--- src/rtl/t03_vga_pkg.sv ---
// Shared raster constants and types for the VGA timing block and the display
// stages that consume its pixel coordinates.
package t03_vga_pkg;

    // Width of the Hcnt/Vcnt coordinate buses seen by every display stage.
    localparam int COORD_W     = 11;
    localparam int COLOR_W     = 8;
    localparam int FRAME_CNT_W = 8;

    // Largest total that still fits in a COORD_W-bit counter.
    localparam int COORD_MAX = (1 << COORD_W) - 1;

    // Standard 640x480 @ 60 Hz timing.
    localparam int VGA_H_ACTIVE = 640;
    localparam int VGA_H_FP     = 16;
    localparam int VGA_H_SYNC   = 96;
    localparam int VGA_H_BP     = 48;
    localparam int VGA_V_ACTIVE = 480;
    localparam int VGA_V_FP     = 10;
    localparam int VGA_V_SYNC   = 2;
    localparam int VGA_V_BP     = 33;

    localparam int VGA_H_TOTAL = VGA_H_ACTIVE + VGA_H_FP + VGA_H_SYNC + VGA_H_BP;
    localparam int VGA_V_TOTAL = VGA_V_ACTIVE + VGA_V_FP + VGA_V_SYNC + VGA_V_BP;

    // Bundle of raster qualifiers that travels through the pipeline delay.
    typedef struct packed {
        logic hsync;
        logic vsync;
        logic active;
    } sync_bundle_t;

    // Pin level for a sync signal given whether the count sits in its window.
    function automatic logic sync_level(input logic in_window, input logic pol);
        return in_window ? pol : ~pol;
    endfunction

endpackage

--- src/rtl/t03_sync_delay.sv ---
// En-gated shift register used to align sync/active with registered colour
// stages. DEPTH=0 degenerates to a plain wire.
module t03_sync_delay #(
    parameter int               WIDTH   = 3,
    parameter int               DEPTH   = 1,
    parameter logic [WIDTH-1:0] RST_VAL = '0
) (
    input  logic             clk,
    input  logic             rst,
    input  logic             en,
    input  logic [WIDTH-1:0] din,
    output logic [WIDTH-1:0] dout
);

    if (DEPTH == 0) begin : g_pass
        logic unused_ctrl;
        assign unused_ctrl = ^{clk, rst, en};
        assign dout = din;
    end else begin : g_shift
        logic [WIDTH-1:0] stages [DEPTH];

        // Shift one stage per pixel tick; reset loads the inactive pattern.
        always_ff @(posedge clk) begin
            if (rst) begin
                for (int i = 0; i < DEPTH; i++) begin
                    stages[i] <= RST_VAL;
                end
            end else if (en) begin
                stages[0] <= din;
                for (int i = 1; i < DEPTH; i++) begin
                    stages[i] <= stages[i-1];
                end
            end
        end

        assign dout = stages[DEPTH-1];
    end

endmodule

--- src/rtl/t03_vga_timing.sv ---
// Raster timing generator: pixel coordinates, sync/active qualifiers with a
// pipeline-aligned delayed copy, line/frame pulses and a frame counter.
module t03_vga_timing
    import t03_vga_pkg::*;
#(
    parameter int   H_ACTIVE = VGA_H_ACTIVE,
    parameter int   H_FP     = VGA_H_FP,
    parameter int   H_SYNC   = VGA_H_SYNC,
    parameter int   H_BP     = VGA_H_BP,
    parameter int   V_ACTIVE = VGA_V_ACTIVE,
    parameter int   V_FP     = VGA_V_FP,
    parameter int   V_SYNC   = VGA_V_SYNC,
    parameter int   V_BP     = VGA_V_BP,
    parameter logic SYNC_POL = 1'b0,
    parameter int   PIPE_DLY = 1
) (
    input  logic                   clk,
    input  logic                   rst,
    input  logic                   en,
    output logic [COORD_W-1:0]     Hcnt,
    output logic [COORD_W-1:0]     Vcnt,
    output logic                   active,
    output logic                   hsync,
    output logic                   vsync,
    output logic                   hsync_d,
    output logic                   vsync_d,
    output logic                   active_d,
    output logic                   line_start,
    output logic                   frame_start,
    output logic [FRAME_CNT_W-1:0] frame_cnt
);

    localparam int H_TOTAL = H_ACTIVE + H_FP + H_SYNC + H_BP;
    localparam int V_TOTAL = V_ACTIVE + V_FP + V_SYNC + V_BP;

    // Refuse to build a raster the 11-bit counters cannot represent.
    if (H_TOTAL > COORD_MAX || V_TOTAL > COORD_MAX) begin : g_bad_total
        $error("t03_vga_timing: H_TOTAL/V_TOTAL must be below 2048");
    end
    if (PIPE_DLY < 0 || PIPE_DLY > 7) begin : g_bad_dly
        $error("t03_vga_timing: PIPE_DLY must be in 0..7");
    end

    localparam logic [COORD_W-1:0] H_LAST   = COORD_W'(H_TOTAL - 1);
    localparam logic [COORD_W-1:0] V_LAST   = COORD_W'(V_TOTAL - 1);
    localparam logic [COORD_W-1:0] H_VIS    = COORD_W'(H_ACTIVE);
    localparam logic [COORD_W-1:0] V_VIS    = COORD_W'(V_ACTIVE);
    localparam logic [COORD_W-1:0] HS_START = COORD_W'(H_ACTIVE + H_FP);
    localparam logic [COORD_W-1:0] HS_END   = COORD_W'(H_ACTIVE + H_FP + H_SYNC);
    localparam logic [COORD_W-1:0] VS_START = COORD_W'(V_ACTIVE + V_FP);
    localparam logic [COORD_W-1:0] VS_END   = COORD_W'(V_ACTIVE + V_FP + V_SYNC);

    localparam sync_bundle_t IDLE_BUNDLE = '{hsync: ~SYNC_POL, vsync: ~SYNC_POL, active: 1'b0};

    logic               h_wrap;
    logic               v_wrap;
    logic [COORD_W-1:0] h_next;
    logic [COORD_W-1:0] v_next;
    logic               active_next;
    logic               hsync_next;
    logic               vsync_next;

    // Next raster position and the qualifiers that describe it, so the
    // registered qualifiers carry zero skew relative to the counts.
    always_comb begin
        h_wrap      = (Hcnt == H_LAST);
        v_wrap      = (Vcnt == V_LAST);
        h_next      = h_wrap ? '0 : Hcnt + COORD_W'(1);
        v_next      = Vcnt;
        if (h_wrap) begin
            v_next = v_wrap ? '0 : Vcnt + COORD_W'(1);
        end
        active_next = (h_next < H_VIS) && (v_next < V_VIS);
        hsync_next  = sync_level((h_next >= HS_START) && (h_next < HS_END), SYNC_POL);
        vsync_next  = sync_level((v_next >= VS_START) && (v_next < VS_END), SYNC_POL);
    end

    // Raster counters, qualifiers, one-clock pulses and the frame counter.
    always_ff @(posedge clk) begin
        if (rst) begin
            Hcnt        <= '0;
            Vcnt        <= '0;
            active      <= 1'b1;
            hsync       <= ~SYNC_POL;
            vsync       <= ~SYNC_POL;
            line_start  <= 1'b0;
            frame_start <= 1'b0;
            frame_cnt   <= '0;
        end else begin
            line_start  <= 1'b0;
            frame_start <= 1'b0;
            if (en) begin
                Hcnt        <= h_next;
                Vcnt        <= v_next;
                active      <= active_next;
                hsync       <= hsync_next;
                vsync       <= vsync_next;
                line_start  <= h_wrap;
                frame_start <= h_wrap && v_wrap;
                if (h_wrap && v_wrap) begin
                    frame_cnt <= frame_cnt + FRAME_CNT_W'(1);
                end
            end
        end
    end

    sync_bundle_t bundle_now;
    sync_bundle_t bundle_dly;

    assign bundle_now = '{hsync: hsync, vsync: vsync, active: active};

    t03_sync_delay #(
        .WIDTH   ($bits(sync_bundle_t)),
        .DEPTH   (PIPE_DLY),
        .RST_VAL (IDLE_BUNDLE)
    ) u_sync_delay (
        .clk  (clk),
        .rst  (rst),
        .en   (en),
        .din  (bundle_now),
        .dout (bundle_dly)
    );

    assign hsync_d  = bundle_dly.hsync;
    assign vsync_d  = bundle_dly.vsync;
    assign active_d = bundle_dly.active;

endmodule

--- config.mk ---
export PLATFORM = sky130hd
export DESIGN_NAME = t03_vga_timing
export DESIGN_NICKNAME = d
export VERILOG_FILES = /design/src/rtl/t03_vga_pkg.sv /design/src/rtl/t03_sync_delay.sv /design/src/rtl/t03_vga_timing.sv
export SDC_FILE = /design/constraint.sdc
export NUM_CORES = 1
export LEC_CHECK = 0
export BUFFER_PORTS_ARGS = -buffer_cell sky130_fd_sc_hd__buf_2
export CAP_MARGIN = 20
export CORE_MARGIN = 3
export CORE_UTILIZATION = 45
export DETAILED_ROUTE_END_ITERATION = 16
export MAX_ROUTING_LAYER = met4
export PLACE_DENSITY_LB_ADDON = 0.12
export SYNTH_ARGS = -nofsm -noshare
export SYNTH_HDL_FRONTEND = slang
export SYNTH_HIERARCHICAL = 1
export SYNTH_SLANG_ARGS = --single-unit
--- constraint.sdc ---
create_clock -name clk -period 4.9 [get_ports clk]
set_input_delay 0.49 -clock clk [delete_from_list [all_inputs] [get_ports clk]]
set_output_delay 0.49 -clock clk [all_outputs]
set_load 0.1 [all_outputs]
==> results of run 1 <==
routing by layer:
| metal | part of all wire | track usage |
|---|---|---|
| met1 | 0.47 | 0.270 |
| met2 | 0.47 | 0.301 |
| met3 | 0.053 | 0.0390 |
| met4 | 0.012 | 0.0707 |
| met5 | 0 | - |
placed cells by master, fill, tap and decap left out, types with 3 or more instances in the layout:
cell and instances:
sky130_fd_sc_hd__a211oi_1 3, sky130_fd_sc_hd__a21oi_1 18, sky130_fd_sc_hd__a31oi_1 4, sky130_fd_sc_hd__and2_1 4, sky130_fd_sc_hd__and3_1 6, sky130_fd_sc_hd__buf_2 40, sky130_fd_sc_hd__clkbuf_8 6, sky130_fd_sc_hd__dfxtp_1 35
sky130_fd_sc_hd__edfxtp_1 3, sky130_fd_sc_hd__ha_1 4, sky130_fd_sc_hd__inv_1 5, sky130_fd_sc_hd__mux2i_1 3, sky130_fd_sc_hd__nand2_1 30, sky130_fd_sc_hd__nand2b_1 4, sky130_fd_sc_hd__nand3_1 10, sky130_fd_sc_hd__nand3b_1 3
sky130_fd_sc_hd__nand4_1 7, sky130_fd_sc_hd__nand4b_1 3, sky130_fd_sc_hd__nor2_1 31, sky130_fd_sc_hd__nor3_1 9, sky130_fd_sc_hd__nor4_1 6, sky130_fd_sc_hd__o21a_1 3, sky130_fd_sc_hd__o21ai_0 18, sky130_fd_sc_hd__or3_1 4
sky130_fd_sc_hd__or3b_1 3, sky130_fd_sc_hd__or4_1 4, sky130_fd_sc_hd__xnor2_1 5, sky130_fd_sc_hd__xor2_1 10
cell type report:
type,instances,area (sq um),share of cell area
multi-input cells,219,1320,0.526
clock buffers,6,82.6,0.0330
well taps,65,81.3,0.0325
clock inverters,2,12.5,0.00500
flip-flops and latches,38,791,0.316
repair buffers,40,200,0.0799
inverters,5,18.8,0.00749
cells by family after synthesis:
kind of cell,after synthesis,synth area share
flops,38,0.357
xor+xnor,15,0.0594
fa+ha+maj,4,0.0226
simple gates,139,0.345
buf+inv,22,0.0469
mux,3,0.0136
compound gates,58,0.155
sequential cells by signal, summed over array words and instances, names as in the netlist:
register and cells:
active 1, frame_start 1, Vcnt 11, line_start 1, Hcnt 11, u_sync_delay/g_shift.stages 3, hsync 1, frame_cnt 8
vsync 1
power by group:
group / switching [mW] / internal (mW) / total, mW / leakage, nW
combinational: 0.0374 / 0.00789 / 0.0452 / 0.563
clock: 0.115 / 0.113 / 0.229 / 0.0472
sequential: 0.00326 / 0.315 / 0.319 / 0.308
total: 0.156 / 0.436 / 0.592 / 0.919
path summary, 6_finish.rpt:
check,slack (ns),end,depth (start not counted),start
worst min register to register,0.50,frame_cnt[5],2,frame_cnt[5]
worst max register to register,1.94,frame_cnt[7],7,Hcnt[0]
worst min-delay path,0.50,frame_cnt[5],2,frame_cnt[5]
worst max-delay path,1.94,frame_cnt[7],7,Hcnt[0]
worst max-delay path: stages (launching register included):
cell and delay [ns]:
sky130_fd_sc_hd__dfxtp_1 0.43, sky130_fd_sc_hd__ha_1 0.28, sky130_fd_sc_hd__nand4_1 0.37, sky130_fd_sc_hd__nor3_2 0.82, sky130_fd_sc_hd__and4_1 0.51, sky130_fd_sc_hd__and4_1 0.25
sky130_fd_sc_hd__xnor2_1 0.11, sky130_fd_sc_hd__nor2_1 0.05
==> summary.md, run 1 <==
| Metric | Value |
|---|---|
| Vertical extent of the die | `76.1 um` |
| Worst Setup Slack, final | `between 1.5 and 2 ns` |
| Detailed-route wire length | `between 5 and 6 mm` |
| Predominant post-synthesis flop cell | `sky130_fd_sc_hd__dfxtp_1` |
| TritonCTS buffer count | `5` |
| Fraction of final layout cells sized beyond drive strength 1 | `0.181` |
| Worst supply voltage drop on vdd | `0.000141 V` |
| Endpoint type of the worst setup path | `register` |
| Placed insts | `367` |
| Top-count cell post-synth | `sky130_fd_sc_hd__dfxtp_1` |
| Initial core utilization | `0.488` |
| Worst slack on hold paths | `~0.5 ns` |
| Pre-CTS setup slack | `about 2 ns` |
| Worst setup path category | `register to register` |
| Std-Cell Core Area | `4530 sq um` |
| Iteration-0 DRC Markers | `133` |
| Post-synthesis cell type count | `53` |
| Layout Nets | `around 320` |
| Worst hold path class | `register to register` |
| Critical path launch point type | `register` |
| Number of optimization iterations in the first detailed-route pass | `4` |
| Count of hold buffers inserted by post-cts repair | `0` |
| Root Driver | `sky130_fd_sc_hd__clkbuf_8` |
| Aggregate global routing overflow | `0` |
| Total count of max-transition violations in the final report | `0` |
| Max Clock Skew | `between 0.006 and 0.007 ns` |
| Weighted congestion at the end of routability-driven global placement | `around 0.9` |
| Antenna-violating nets left | `0` |
| Max-capacitance violation count | `0` |
| Flop and latch count out of synthesis | `38` |
| CTS Buffer Depth | `2` |
| Area growth syn-to-layout | `13.2%` |
| I/O Pins | `41` |
| Maximum clock frequency | `roughly 0.34 GHz` |
| Antenna violations before repair | `0` |
| Buffers inserted by post-CTS timing repair | `0` |
| Biggest area contributors in the synthesized netlist | `sky130_fd_sc_hd__dfxtp_1, sky130_fd_sc_hd__nor2_1, sky130_fd_sc_hd__nand2_1, sky130_fd_sc_hd__a21oi_1, sky130_fd_sc_hd__o21ai_0` |
| Number of instances in the synthesized netlist | `279` |
| Global-route wire length before repair | `between 9 and 10 mm` |
| H-tree lvl count | `2` |
| Worst slew pin tran | `roughly 0.84 ns` |
| Sequential area share after synthesis | `0.357` |
| Post-route clock period utilization | `0.603` |
| Final Hold Vio Count | `0` |
| Critical path arrival | `3.11 ns` |
| CTS tree | `done` |
| Share of Yosys cell area claimed by the top area cell type | `0.317` |
| Average size of a mapped cell | `7.93 sq um` |
| Detail-routed net length per standard cell | `between 10 and 15 um` |
| Fillers | `~460` |
| Power Density | `237 nW/um^2` |
| Overall fraction of global-route tracks in use | `0.201` |
| Row Count | `24` |
| # diodes | `0` |
| RSZ-0062 raised after global routing | `false` |
| Area after detailed placement | `~2400 sq um` |
| Count of final setup violators | `0` |
| Post-layout instance count excluding filler cells | `about 380` |
| Minimum clock period | `between 2 and 3 ns` |
| Final standard cell utilization of the core | `0.552` |
| Total negative slack | `0 ns` |
| HPWL after detailed placement | `3.78 mm` |
| Synthesized Nets | `~290` |
| Largest driver fanout on the critical path | `14` |
| Async S/R FF share, synth | `0` |
| CP required | `just over 5 ns` |
| Drc violations | `0` |
| Clock Sinks | `38` |
| Count of buffers from port buffering | `40` |
| Slew Limit Headroom | `0.438` |
| Number of flops mapped to enable cells by yosys | `3` |
| Total of cells resized after clock tree synthesis | `0` |
| Vias in the first global route | `around 1,900` |
| Static leakage power | `0.919 nW` |
| Maximum number of pins on one net before global-route repair | `42` |
| Clock network latency to the later pin of the worst-skew pair | `a little under 0.3 ns` |
| Clock slew seen by the registers of the worst setup and hold paths | `roughly 0.080 ns` |
| Vias per inst | `between 5 and 6` |
| Run status | `completed` |
| Top cells by count, synth | `sky130_fd_sc_hd__dfxtp_1, sky130_fd_sc_hd__nor2_1, sky130_fd_sc_hd__nand2_1, sky130_fd_sc_hd__a21oi_1, sky130_fd_sc_hd__o21ai_0` |
| Total power | `approximately 590 uW` |
| Netlist area before placement | `2210 sq um` |
| Via count of the routed design | `2,134` |
| Ys Warns | `6` |
| Cell accounting for the most synthesized area | `sky130_fd_sc_hd__dfxtp_1` |
| Die area | `5800 sq um` |
| Die outline width | `roughly 76 um` |
| Area of all placed cells without fillers | `about 2500 sq um` |
Power figures use the tool's default switching activity.
==> run 2, diff against run 1 <==
Clock period 4.9 ns to 2.55 ns, I/O delays scaled along.
==> summary.md, run 2 (synthesized netlist as in run 1, its figures left out) <==
| Metric | Value |
|---|---|
| Root Driver | `sky130_fd_sc_hd__clkbuf_8` |
| H-tree lvl count | `2 (unchanged)` |
| Final Hold Vio Count | `0 (unchanged)` |
| Area growth syn-to-layout | `19.2%` |
| Count of hold buffers inserted by post-cts repair | `0 (unchanged)` |
| Via count of the routed design | `2,110 (-1.1%)` |
| Total power | `1.34 mW (+130%)` |
| Cells on Worst Hold Path | `3 (+1)` |
| Worst supply voltage drop on vdd | `0.000301 V (+110%)` |
| Iteration-0 DRC Markers | `178 (+34%)` |
| Die outline width | `76.1 um (unchanged)` |
| Clock slew seen by the registers of the worst setup and hold paths | `0.08 ns (about the same)` |
| Largest driver fanout on the critical path | `8 (-6)` |
| Initial core utilization | `0.488 (unchanged)` |
| Count of buffers from port buffering | `40 (unchanged)` |
| Minimum clock period | `2.39 ns (-0.570 ns)` |
| Number of optimization iterations in the first detailed-route pass | `5 (+1)` |
| Pre-CTS setup slack | `0.162 ns (-1.83 ns)` |
| Row Count | `24 (unchanged)` |
| Std-Cell Core Area | `4530 sq um (unchanged)` |
| Clock Sinks | `38 (unchanged)` |
| Power Density | `507 nW/um^2 (+110%)` |
| Post-route clock period utilization | `0.936 (+0.332)` |
| Maximum clock frequency | `0.419 GHz (+24%)` |
| Endpoint type of the worst setup path | `register` |
| Worst Setup Slack, final | `0.164 ns (-1.78 ns)` |
| Total count of max-transition violations in the final report | `0 (unchanged)` |
| Slew Limit Headroom | `0.532 (+0.0941)` |
| Vias per inst | `5.49 (-3.4%)` |
| Most common cell after layout, fill and taps aside | `sky130_fd_sc_hd__buf_2` |
| Commonest non-fill, non-tap cells in the layout | `sky130_fd_sc_hd__buf_2, sky130_fd_sc_hd__nor2_1, sky130_fd_sc_hd__nand2_1, sky130_fd_sc_hd__dfxtp_1` |
| TritonCTS buffer count | `5 (unchanged)` |
| Worst hold path endpoint | `Vcnt[1]` |
| CTS Buffer Depth | `2 (unchanged)` |
| # diodes | `0 (unchanged)` |
| Total negative slack | `0 ns (unchanged)` |
| Detailed-route wire length | `5.36 mm (-0.98%)` |
| Maximum number of pins on one net before global-route repair | `42 (unchanged)` |
| Critical path arrival | `2.57 ns (-0.54 ns)` |
| Critical path launch point type | `register` |
| Clock network latency to the later pin of the worst-skew pair | `0.29 ns (about the same)` |
| Vias in the first global route | `2,036 (+9.6%)` |
| I/O Pins | `41 (unchanged)` |
| Fraction of final layout cells sized beyond drive strength 1 | `0.238 (+0.0576)` |
| Hold Startpoint | `en` |
| Max Clock Skew | `0.00371 ns (-0.00268 ns)` |
| Antenna violations before repair | `0 (unchanged)` |
| HPWL after detailed placement | `3.79 mm (+0.17%)` |
| Static leakage power | `0.993 nW (+8.1%)` |
| Worst slew pin tran | `0.702 ns (-0.137 ns)` |
| Antenna-violating nets left | `0 (unchanged)` |
| Reg2Reg Capture Point | `active` |
| Count of final setup violators | `0 (unchanged)` |
| Layout Nets | `325 (+2.8%)` |
| Worst setup path category | `register to register` |
| Drc violations | `0 (unchanged)` |
| Detail-routed net length per standard cell | `14.0 um (-3.3%)` |
| Weighted congestion at the end of routability-driven global placement | `0.851 (-3.4%)` |
| Global-route wire length before repair | `9.40 mm (about the same)` |
| Max-capacitance violation count | `0 (unchanged)` |
| Die area | `5800 sq um (unchanged)` |
| Vertical extent of the die | `76.1 um (unchanged)` |
| Depth of the worst register-to-register path | `7 (unchanged)` |
| Largest registers | `Hcnt: 11 flops, Vcnt: 11 flops, frame_cnt: 8 flops` |
| Setup slack of the worst register-to-register path | `0.16 ns (-1.78 ns)` |
| Launch instance of the worst register-to-register path | `Hcnt[0]` |
| Aggregate global routing overflow | `0 (unchanged)` |
| Worst hold path class | `input port to register` |
| CTS tree | `done` |
| Final standard cell utilization of the core | `0.582 (+0.0295)` |
| CP required | `2.74 ns (-2.32 ns)` |
| Run status | `completed` |
| Overall fraction of global-route tracks in use | `0.197 (-0.00400)` |
| RSZ-0062 raised after global routing | `true` |
-- run 2: cell count changes in the layout (fill, tap and decap cells not counted) --
cell / delta
sky130_fd_sc_hd__bufinv_16: +2
sky130_fd_sc_hd__dfxtp_4: +2
sky130_fd_sc_hd__dfxtp_1: -11
sky130_fd_sc_hd__buf_4: +9
sky130_fd_sc_hd__clkinvlp_4: -1
sky130_fd_sc_hd__clkinv_2: -1
sky130_fd_sc_hd__dfxtp_2: +9
-- run 2: critical path, cell delays in order, from the launching register on --
cell and delay [ns]:
sky130_fd_sc_hd__dfxtp_4 0.38, sky130_fd_sc_hd__ha_1 0.24, sky130_fd_sc_hd__nand4_1 0.29, sky130_fd_sc_hd__or3_1 0.58, sky130_fd_sc_hd__o2111ai_1 0.23, sky130_fd_sc_hd__a21oi_1 0.09
sky130_fd_sc_hd__o31a_1 0.29, sky130_fd_sc_hd__a31o_2 0.19
-- run 2: final cells by class --
type                       instances  area [sq um]
multi-input combinational        219          1320
inverter                           5          18.8
fill                             422          1900
sequential                        38           810
clock buffer                       6          82.6
timing repair buffer              49           268
clock inverter                     2          60.1
tap                               65          81.3
-- run 2: through the flow --
step                area (sq um)  hold WS [ns]  instances
floorplan                   2230         0.435        279
global placement            2500         0.481        376
detailed placement          2500         0.495        376
CTS                         2640         0.377        384
global route                2640         0.398        384
finish                      2640         0.382        384
-- run 2: repair_timing --
action | in CTS | in global routing
hold endpoints to repair | 0 | 0
gates resized for setup | 0 | 0
endpoints found under the setup margin | 0 | 1
buffers inserted | 0 | 0
-- run 2: worst max path at each step --
stage	start	to	slack [ns]	cells past startpoint
after CTS	Hcnt[0]	active	0.15	7
after detailed placement	Hcnt[0]	active	0.16	7
final	Hcnt[0]	active	0.16	7
after floorplan	Vcnt[2]	active	0.00008	7
after global placement	Hcnt[0]	Vcnt[8]	0.23	6
after global routing	Hcnt[0]	active	-0.006	7
-- run 2: routing by layer --
layer / wire (um) / vias to the layer above / GRT usage
met3: 281 / 5 / 0.0556
li1: - / 1080 / -
met2: 2390 / 52 / 0.303
met4: 46 / 0 / 0.0489
met5: 0 / - / -
met1: 2640 / 973 / 0.255
-- run 2: power breakdown --
group          switching, mW  internal (mW)  total, mW
combinational         0.0720         0.0164     0.0884
clock                  0.219          0.417      0.637
sequential           0.00645          0.606      0.612
total                  0.298           1.04       1.34
